$ cat config.mk
export PLATFORM = sky130hd
export DESIGN_NAME = regfile_bypass_sb_flat
export DESIGN_NICKNAME = d
export VERILOG_FILES = /design/src/rtl/regfile_bypass_sb_pkg.sv /design/src/rtl/regfile_bypass_sb_if.sv /design/src/rtl/regfile_scoreboard.sv /design/src/rtl/regfile_bypass_sb.sv /design/src/flat_wrapper.sv
export SDC_FILE = /design/constraint.sdc
export NUM_CORES = 1
export LEC_CHECK = 0
export ABC_AREA = 1
export ABC_CLOCK_PERIOD_IN_PS = 5500
export CAP_MARGIN = 20
export CORE_ASPECT_RATIO = 1.4
export CORE_UTILIZATION = 40
export CTS_CLUSTER_DIAMETER = 100
export DETAILED_ROUTE_END_ITERATION = 8
export GPL_ROUTABILITY_DRIVEN = 0
export SLEW_MARGIN = 20
export SYNTH_ARGS = -nofsm -noshare
export SYNTH_HDL_FRONTEND = slang
export SYNTH_SLANG_ARGS = --single-unit
$ cat constraint.sdc
create_clock -name clk -period 5.5 [get_ports clk]
set_input_delay 0.825 -clock clk [delete_from_list [all_inputs] [get_ports clk]]
set_output_delay 0.825 -clock clk [all_outputs]
set_load 0.005 [all_outputs]
$ cat src/rtl/regfile_bypass_sb_pkg.sv
// Shared types for the bypassing register file: clear-sequencer states and depth helper.
package regfile_bypass_sb_pkg;

  typedef enum logic {
    StClear = 1'b0,
    StReady = 1'b1
  } state_e;

  function automatic int unsigned depth(input int unsigned addr_w);
    return 32'd1 << addr_w;
  endfunction

endpackage

$ cat src/rtl/regfile_bypass_sb_if.sv
// Decode/writeback-facing bundle of the register file: read ports, write port, scoreboard, clear.
interface regfile_bypass_sb_if #(
  parameter int unsigned DATA_W = 16,
  parameter int unsigned ADDR_W = 5
);

  logic              clear;
  logic              ready;
  logic              we;
  logic [ADDR_W-1:0] write_reg;
  logic [DATA_W-1:0] write_data;
  logic [ADDR_W-1:0] read_reg1;
  logic [ADDR_W-1:0] read_reg2;
  logic [DATA_W-1:0] read_data1;
  logic [DATA_W-1:0] read_data2;
  logic              busy_set;
  logic [ADDR_W-1:0] busy_set_reg;
  logic              busy1;
  logic              busy2;

  modport master (
    output clear, we, write_reg, write_data, read_reg1, read_reg2, busy_set, busy_set_reg,
    input  ready, read_data1, read_data2, busy1, busy2
  );

  modport slave (
    input  clear, we, write_reg, write_data, read_reg1, read_reg2, busy_set, busy_set_reg,
    output ready, read_data1, read_data2, busy1, busy2
  );

endinterface

$ cat src/rtl/regfile_scoreboard.sv
// Per-register busy bits for the issue stage; a new producer (set) supersedes a retiring one.
module regfile_scoreboard
  import regfile_bypass_sb_pkg::*;
#(
  parameter int unsigned ADDR_W   = 5,
  parameter bit          ZERO_REG = 1'b1
) (
  input  logic              clk_i,
  input  logic              rst_i,
  input  logic              flush_i,
  input  logic              set_i,
  input  logic [ADDR_W-1:0] set_reg_i,
  input  logic              clr_i,
  input  logic [ADDR_W-1:0] clr_reg_i,
  input  logic [ADDR_W-1:0] rd_reg1_i,
  input  logic [ADDR_W-1:0] rd_reg2_i,
  output logic              busy1_o,
  output logic              busy2_o
);

  localparam int unsigned Depth = depth(ADDR_W);

  logic [Depth-1:0] busy_q, busy_d;

  always_comb begin
    busy_d = busy_q;
    if (clr_i) busy_d[clr_reg_i] = 1'b0;
    // Applied after the clear so a same-index set wins.
    if (set_i) busy_d[set_reg_i] = 1'b1;
    if (flush_i) busy_d = '0;
    if (ZERO_REG) busy_d[0] = 1'b0;
  end

  always_ff @(posedge clk_i or posedge rst_i) begin
    if (rst_i) begin
      busy_q <= '0;
    end else begin
      busy_q <= busy_d;
    end
  end

  assign busy1_o = busy_q[rd_reg1_i];
  assign busy2_o = busy_q[rd_reg2_i];

endmodule

$ cat src/rtl/regfile_bypass_sb.sv
// Register file with optional zero register, write-to-read bypass, clear sequencer and scoreboard.
module regfile_bypass_sb
  import regfile_bypass_sb_pkg::*;
#(
  parameter int unsigned DATA_W   = 16,
  parameter int unsigned ADDR_W   = 5,
  parameter bit          ZERO_REG = 1'b1,
  parameter bit          BYPASS   = 1'b1
) (
  input logic               clk,
  input logic               rst,
  regfile_bypass_sb_if.slave bus
);

  localparam int unsigned       Depth   = depth(ADDR_W);
  localparam logic [ADDR_W:0]   LastIdx = (ADDR_W + 1)'(Depth - 1);

  state_e            state_q, state_d;
  logic [ADDR_W:0]   clr_idx_q, clr_idx_d;
  logic [DATA_W-1:0] regs_q [Depth];
  logic              ready;
  logic              wr_en;
  logic              flush;
  logic              sb_busy1, sb_busy2;

  assign ready = (state_q == StReady);
  assign wr_en = ready && bus.we && !(ZERO_REG && (bus.write_reg == '0));

  always_comb begin
    state_d   = state_q;
    clr_idx_d = clr_idx_q;
    flush     = 1'b0;
    unique case (state_q)
      StClear: begin
        clr_idx_d = clr_idx_q + (ADDR_W + 1)'(1);
        if (clr_idx_q == LastIdx) begin
          state_d   = StReady;
          clr_idx_d = '0;
        end
      end
      StReady: begin
        if (bus.clear) begin
          state_d   = StClear;
          clr_idx_d = '0;
          flush     = 1'b1;
        end
      end
      default: state_d = StClear;
    endcase
  end

  always_ff @(posedge clk or posedge rst) begin
    if (rst) begin
      state_q   <= StClear;
      clr_idx_q <= '0;
    end else begin
      state_q   <= state_d;
      clr_idx_q <= clr_idx_d;
    end
  end

  // Storage has no reset; the clear sequence defines its content.
  always_ff @(posedge clk) begin
    if (!ready) begin
      regs_q[clr_idx_q[ADDR_W-1:0]] <= '0;
    end else if (wr_en) begin
      regs_q[bus.write_reg] <= bus.write_data;
    end
  end

  always_comb begin
    bus.read_data1 = regs_q[bus.read_reg1];
    bus.read_data2 = regs_q[bus.read_reg2];
    if (BYPASS && wr_en && (bus.write_reg == bus.read_reg1)) bus.read_data1 = bus.write_data;
    if (BYPASS && wr_en && (bus.write_reg == bus.read_reg2)) bus.read_data2 = bus.write_data;
    if (ZERO_REG && (bus.read_reg1 == '0)) bus.read_data1 = '0;
    if (ZERO_REG && (bus.read_reg2 == '0)) bus.read_data2 = '0;
    if (!ready) begin
      bus.read_data1 = '0;
      bus.read_data2 = '0;
    end
  end

  regfile_scoreboard #(
    .ADDR_W  (ADDR_W),
    .ZERO_REG(ZERO_REG)
  ) u_scoreboard (
    .clk_i    (clk),
    .rst_i    (rst),
    .flush_i  (flush),
    .set_i    (ready && bus.busy_set),
    .set_reg_i(bus.busy_set_reg),
    .clr_i    (ready && bus.we),
    .clr_reg_i(bus.write_reg),
    .rd_reg1_i(bus.read_reg1),
    .rd_reg2_i(bus.read_reg2),
    .busy1_o  (sb_busy1),
    .busy2_o  (sb_busy2)
  );

  assign bus.ready = ready;
  assign bus.busy1 = ready && sb_busy1;
  assign bus.busy2 = ready && sb_busy2;

endmodule

$ cat src/flat_wrapper.sv
// flat-port wrapper written by rule: the top's interface ports become plain ports
module regfile_bypass_sb_flat import regfile_bypass_sb_pkg::*;
#(
  parameter int unsigned DATA_W   = 16,
  parameter int unsigned ADDR_W   = 5,
  parameter bit          ZERO_REG = 1'b1,
  parameter bit          BYPASS   = 1'b1
)
  (clk, rst, bus_clear, bus_we, bus_write_reg, bus_write_data, bus_read_reg1, bus_read_reg2, bus_busy_set, bus_busy_set_reg, bus_ready, bus_read_data1, bus_read_data2, bus_busy1, bus_busy2);
  regfile_bypass_sb_if #(.DATA_W(DATA_W), .ADDR_W(ADDR_W)) bus_i ();
  input logic clk;
  input logic rst;
  input wire logic [$bits(bus_i.clear)-1:0] bus_clear;
  input wire logic [$bits(bus_i.we)-1:0] bus_we;
  input wire logic [$bits(bus_i.write_reg)-1:0] bus_write_reg;
  input wire logic [$bits(bus_i.write_data)-1:0] bus_write_data;
  input wire logic [$bits(bus_i.read_reg1)-1:0] bus_read_reg1;
  input wire logic [$bits(bus_i.read_reg2)-1:0] bus_read_reg2;
  input wire logic [$bits(bus_i.busy_set)-1:0] bus_busy_set;
  input wire logic [$bits(bus_i.busy_set_reg)-1:0] bus_busy_set_reg;
  output wire logic [$bits(bus_i.ready)-1:0] bus_ready;
  output wire logic [$bits(bus_i.read_data1)-1:0] bus_read_data1;
  output wire logic [$bits(bus_i.read_data2)-1:0] bus_read_data2;
  output wire logic [$bits(bus_i.busy1)-1:0] bus_busy1;
  output wire logic [$bits(bus_i.busy2)-1:0] bus_busy2;
  assign bus_i.clear = bus_clear;
  assign bus_i.we = bus_we;
  assign bus_i.write_reg = bus_write_reg;
  assign bus_i.write_data = bus_write_data;
  assign bus_i.read_reg1 = bus_read_reg1;
  assign bus_i.read_reg2 = bus_read_reg2;
  assign bus_i.busy_set = bus_busy_set;
  assign bus_i.busy_set_reg = bus_busy_set_reg;
  assign bus_ready = bus_i.ready;
  assign bus_read_data1 = bus_i.read_data1;
  assign bus_read_data2 = bus_i.read_data2;
  assign bus_busy1 = bus_i.busy1;
  assign bus_busy2 = bus_i.busy2;
  regfile_bypass_sb #(.DATA_W(DATA_W), .ADDR_W(ADDR_W), .ZERO_REG(ZERO_REG), .BYPASS(BYPASS)) u_core (.clk(clk), .rst(rst), .bus(bus_i));
endmodule
==> results_dict.tcl <==
set metrics [dict create \
    drc 0 \
    endpoint_kind "output pin" \
    synthesis.nets 3958 \
    startpoint_type "primary input" \
    clock_path_buffers 3 \
    io_buffers 75 \
    clkPwrFrac_pct 31.0 \
    relSlewSlack_pct 24.69 \
    critical_path_class "in2out" \
    synth_area_um2 30900 \
    synth_top_flop_cell "edfxtp_1" \
    tns_ns 0 \
    ir_drop_v 0.0002336 \
    rsz0062_at_grt "no" \
    max-cap-violations 0 \
    fp.coreArea_um2 76420 \
    die_area_um2 78380 \
    cp.required_ns 4.68 \
    pwr-share-comb_pct 24.6 \
    final_area_um2 34490 \
    synth_edf_count 512 \
    dieWidth_um 236.9 \
    drt_wl_total_um 109100 \
    cts_made_buffers 56 \
    setup_viol 0 \
    power.share.switching_pct 32.81 \
    avgSynthCellArea_um2 7.891 \
    outcome "finished clean" \
    area_growth_pct 11.62 \
    intPower_mw 8.188 \
    num_vias 27390 \
    post_cts_buffers 0 \
    critical_path.max_fanout 105 \
    n_antenna_cell 0 \
    yosysTopAreaCellShare_pct 49.76 \
    synth_top_area_cell "edfxtp_1" \
    grt_overflow_total 0 \
    placed_cell_area_um2 32700 \
    async_reset_ff_share_pct 6.909 \
    power_density_nw_per_um2 353.3 \
    holdBufCountCts 0 \
    worstSkewPairLatency_ns 0.63 \
    seq_power_share_pct 44.4 \
    final_core_util_pct 45.13 \
    grt_pass1_wl_um 162400 \
    ios 76 \
    antenna_found_initial 1 \
    fp-row-count 120 \
    switching_power_mw 3.999 \
    htreeDepth 2 \
    grt_max_degree 201 \
    clock-sinks 550 \
    nets 3947 \
    hold_slack_ns 0.5481 \
    synth_cell_types 34 \
    synth_commonest_cells "nand2_1, nand3_1, inv_1, edfxtp_1, buf_2" \
    slew_viol_final 0 \
    tightest_slew_ns 1.121 \
    grt_pass1_vias 26140 \
    grtUsageTotal_pct 27.79 \
    initialDrtViolationCount 2991 \
    crit_arrival_ns 3.85 \
    finalPower_mw 12.19 \
    root_buffer "clkbuf_16" \
    skew_ns 0.01603 \
    via_per_inst 5.560 \
    die_h_um 330.9 \
    initial_core_util_pct 40.43 \
    drive_above_1_share_pct 6.631 \
    yosysSeqAreaShare_pct 52.83 \
    cts_resized 0 \
    power.leakage_nw 15.48 \
    ys_warn_count 0 \
    fmax_ghz 0.2140 \
    wl_per_cell_um 22.15 \
    synth_most_common_cell "nand2_1" \
    hold_path.class "reg2reg" \
    ys_ff_latch 550 \
    hold_viol 0 \
    postSynthCellCount 3916 \
    cts_tree "built" \
    drt-pass1-iter-count 6 \
    dp_hpwl_um 65090 \
    timing.final.crit_share_pct 84.97 \
    min_period_ns 4.673 \
    yosys-top-cells-area "edfxtp_1, nand2_1, nand3_1, inv_1, dfrtp_1" \
    path_clk_slew_ns 0.06 \
    ant_nets 0 \
]
[path summary, 6_finish.rpt]
kind | from | to | slack [ns] | cells after the start
max in group asynchronous | rst | u_core.bus.ready | 4.51 | 3
worst min register to register | u_core.u_scoreboard.busy_q[18] | u_core.u_scoreboard.busy_q[18] | 0.55 | 2
min in group asynchronous | rst | u_core.u_scoreboard.busy_q[9] | 0.62 | 3
worst max-delay path | bus_read_reg2[0] | bus_read_data2[10] | 0.83 | 8
worst max register to register | u_core.bus.ready | u_core.regs_q[10][13] | 2.46 | 8
worst min-delay path | u_core.u_scoreboard.busy_q[18] | u_core.u_scoreboard.busy_q[18] | 0.55 | 2
[cell families after synthesis]
| kind of cell | synth area share, % |
|---|---|
| buffers and inverters | 10.93 |
| xor gates and xnor gates | 0.3928 |
| AOI/OAI and AO/OA | 4.029 |
| adders and majority gates | 0.04048 |
| and+or+nand+nor | 31.78 |
| DFF | 52.83 |
[through the flow]
| step | instances | worst slack (ns) |
|---|---|---|
| after floorplan | 3916 | 2.591 |
| after CTS | 4926 | 0.9793 |
| after detailed placement | 4822 | 0.9721 |
| final | 4927 | 0.8269 |
| after global routing | 4927 | 0.7506 |
| after global placement | 4822 | 0.9978 |
[cells in the final DEF, fill, tap and decap left out, types with 17 or more instances in the layout]
| master | Yosys | routed |
|---|---|---|
| nand2_1 | 1356 | 1356 |
| nand3_1 | 844 | 844 |
| inv_1 | 579 | 576 |
| edfxtp_1 | 512 | 512 |
| buf_4 | 8 | 92 |
| o21ai_0 | 80 | 80 |
| a21oi_1 | 76 | 76 |
| clkdlybuf4s50_1 | 0 | 66 |
| clkbuf_16 | 0 | 58 |
| o211ai_1 | 48 | 48 |
| nor2_2 | 0 | 44 |
| dfrtp_1 | 38 | 38 |
| nor2_1 | 73 | 25 |
| clkbuf_1 | 65 | 17 |
[power groups by stage]
stage	combinational [mW]	clock, mW	sequential [mW]
floorplan	1.69	0	5.48
global placement	2.91	0	5.49
detailed placement	2.93	0	5.50
CTS	2.94	3.82	5.41
global route	3.24	3.95	5.46
finish	3.00	3.78	5.42
[cell type report]
| class | instances | area, µm² |
|---|---|---|
| Tap cell | 976 | 1221 |
| Sequential cell | 550 | 16330 |
| Clock buffer | 78 | 1556 |
| Inverter | 585 | 2222 |
| Fill cell | 7462 | 41930 |
| Clock inverter | 26 | 210.2 |
| Multi-Input combinational cell | 2537 | 11340 |
| Timing Repair Buffer | 175 | 1614 |
[routing by layer]
metal  share of wire, %  global-route usage (%)
met5                  0                       0
met4                5.7                   15.12
met3                9.9                   4.809
met2                 46                   45.73
met1                 38                   34.85
[critical path, stage by stage]
cell	delay, ns
buf_8	0.35
inv_8	0.34
nand4_1	0.18
o21ai_0	0.08
inv_1	0.55
nand2_1	0.12
a21oi_1	0.52
clkdlybuf4s50_1	0.64
[registers in the layout, summed over array words and instances (netlist names)]
signal,count
u_core.clr_idx_q,6
u_core.bus.ready,1
u_core.regs_q,512
u_core.u_scoreboard.busy_q,31
(Power assumes the default switching activity.)
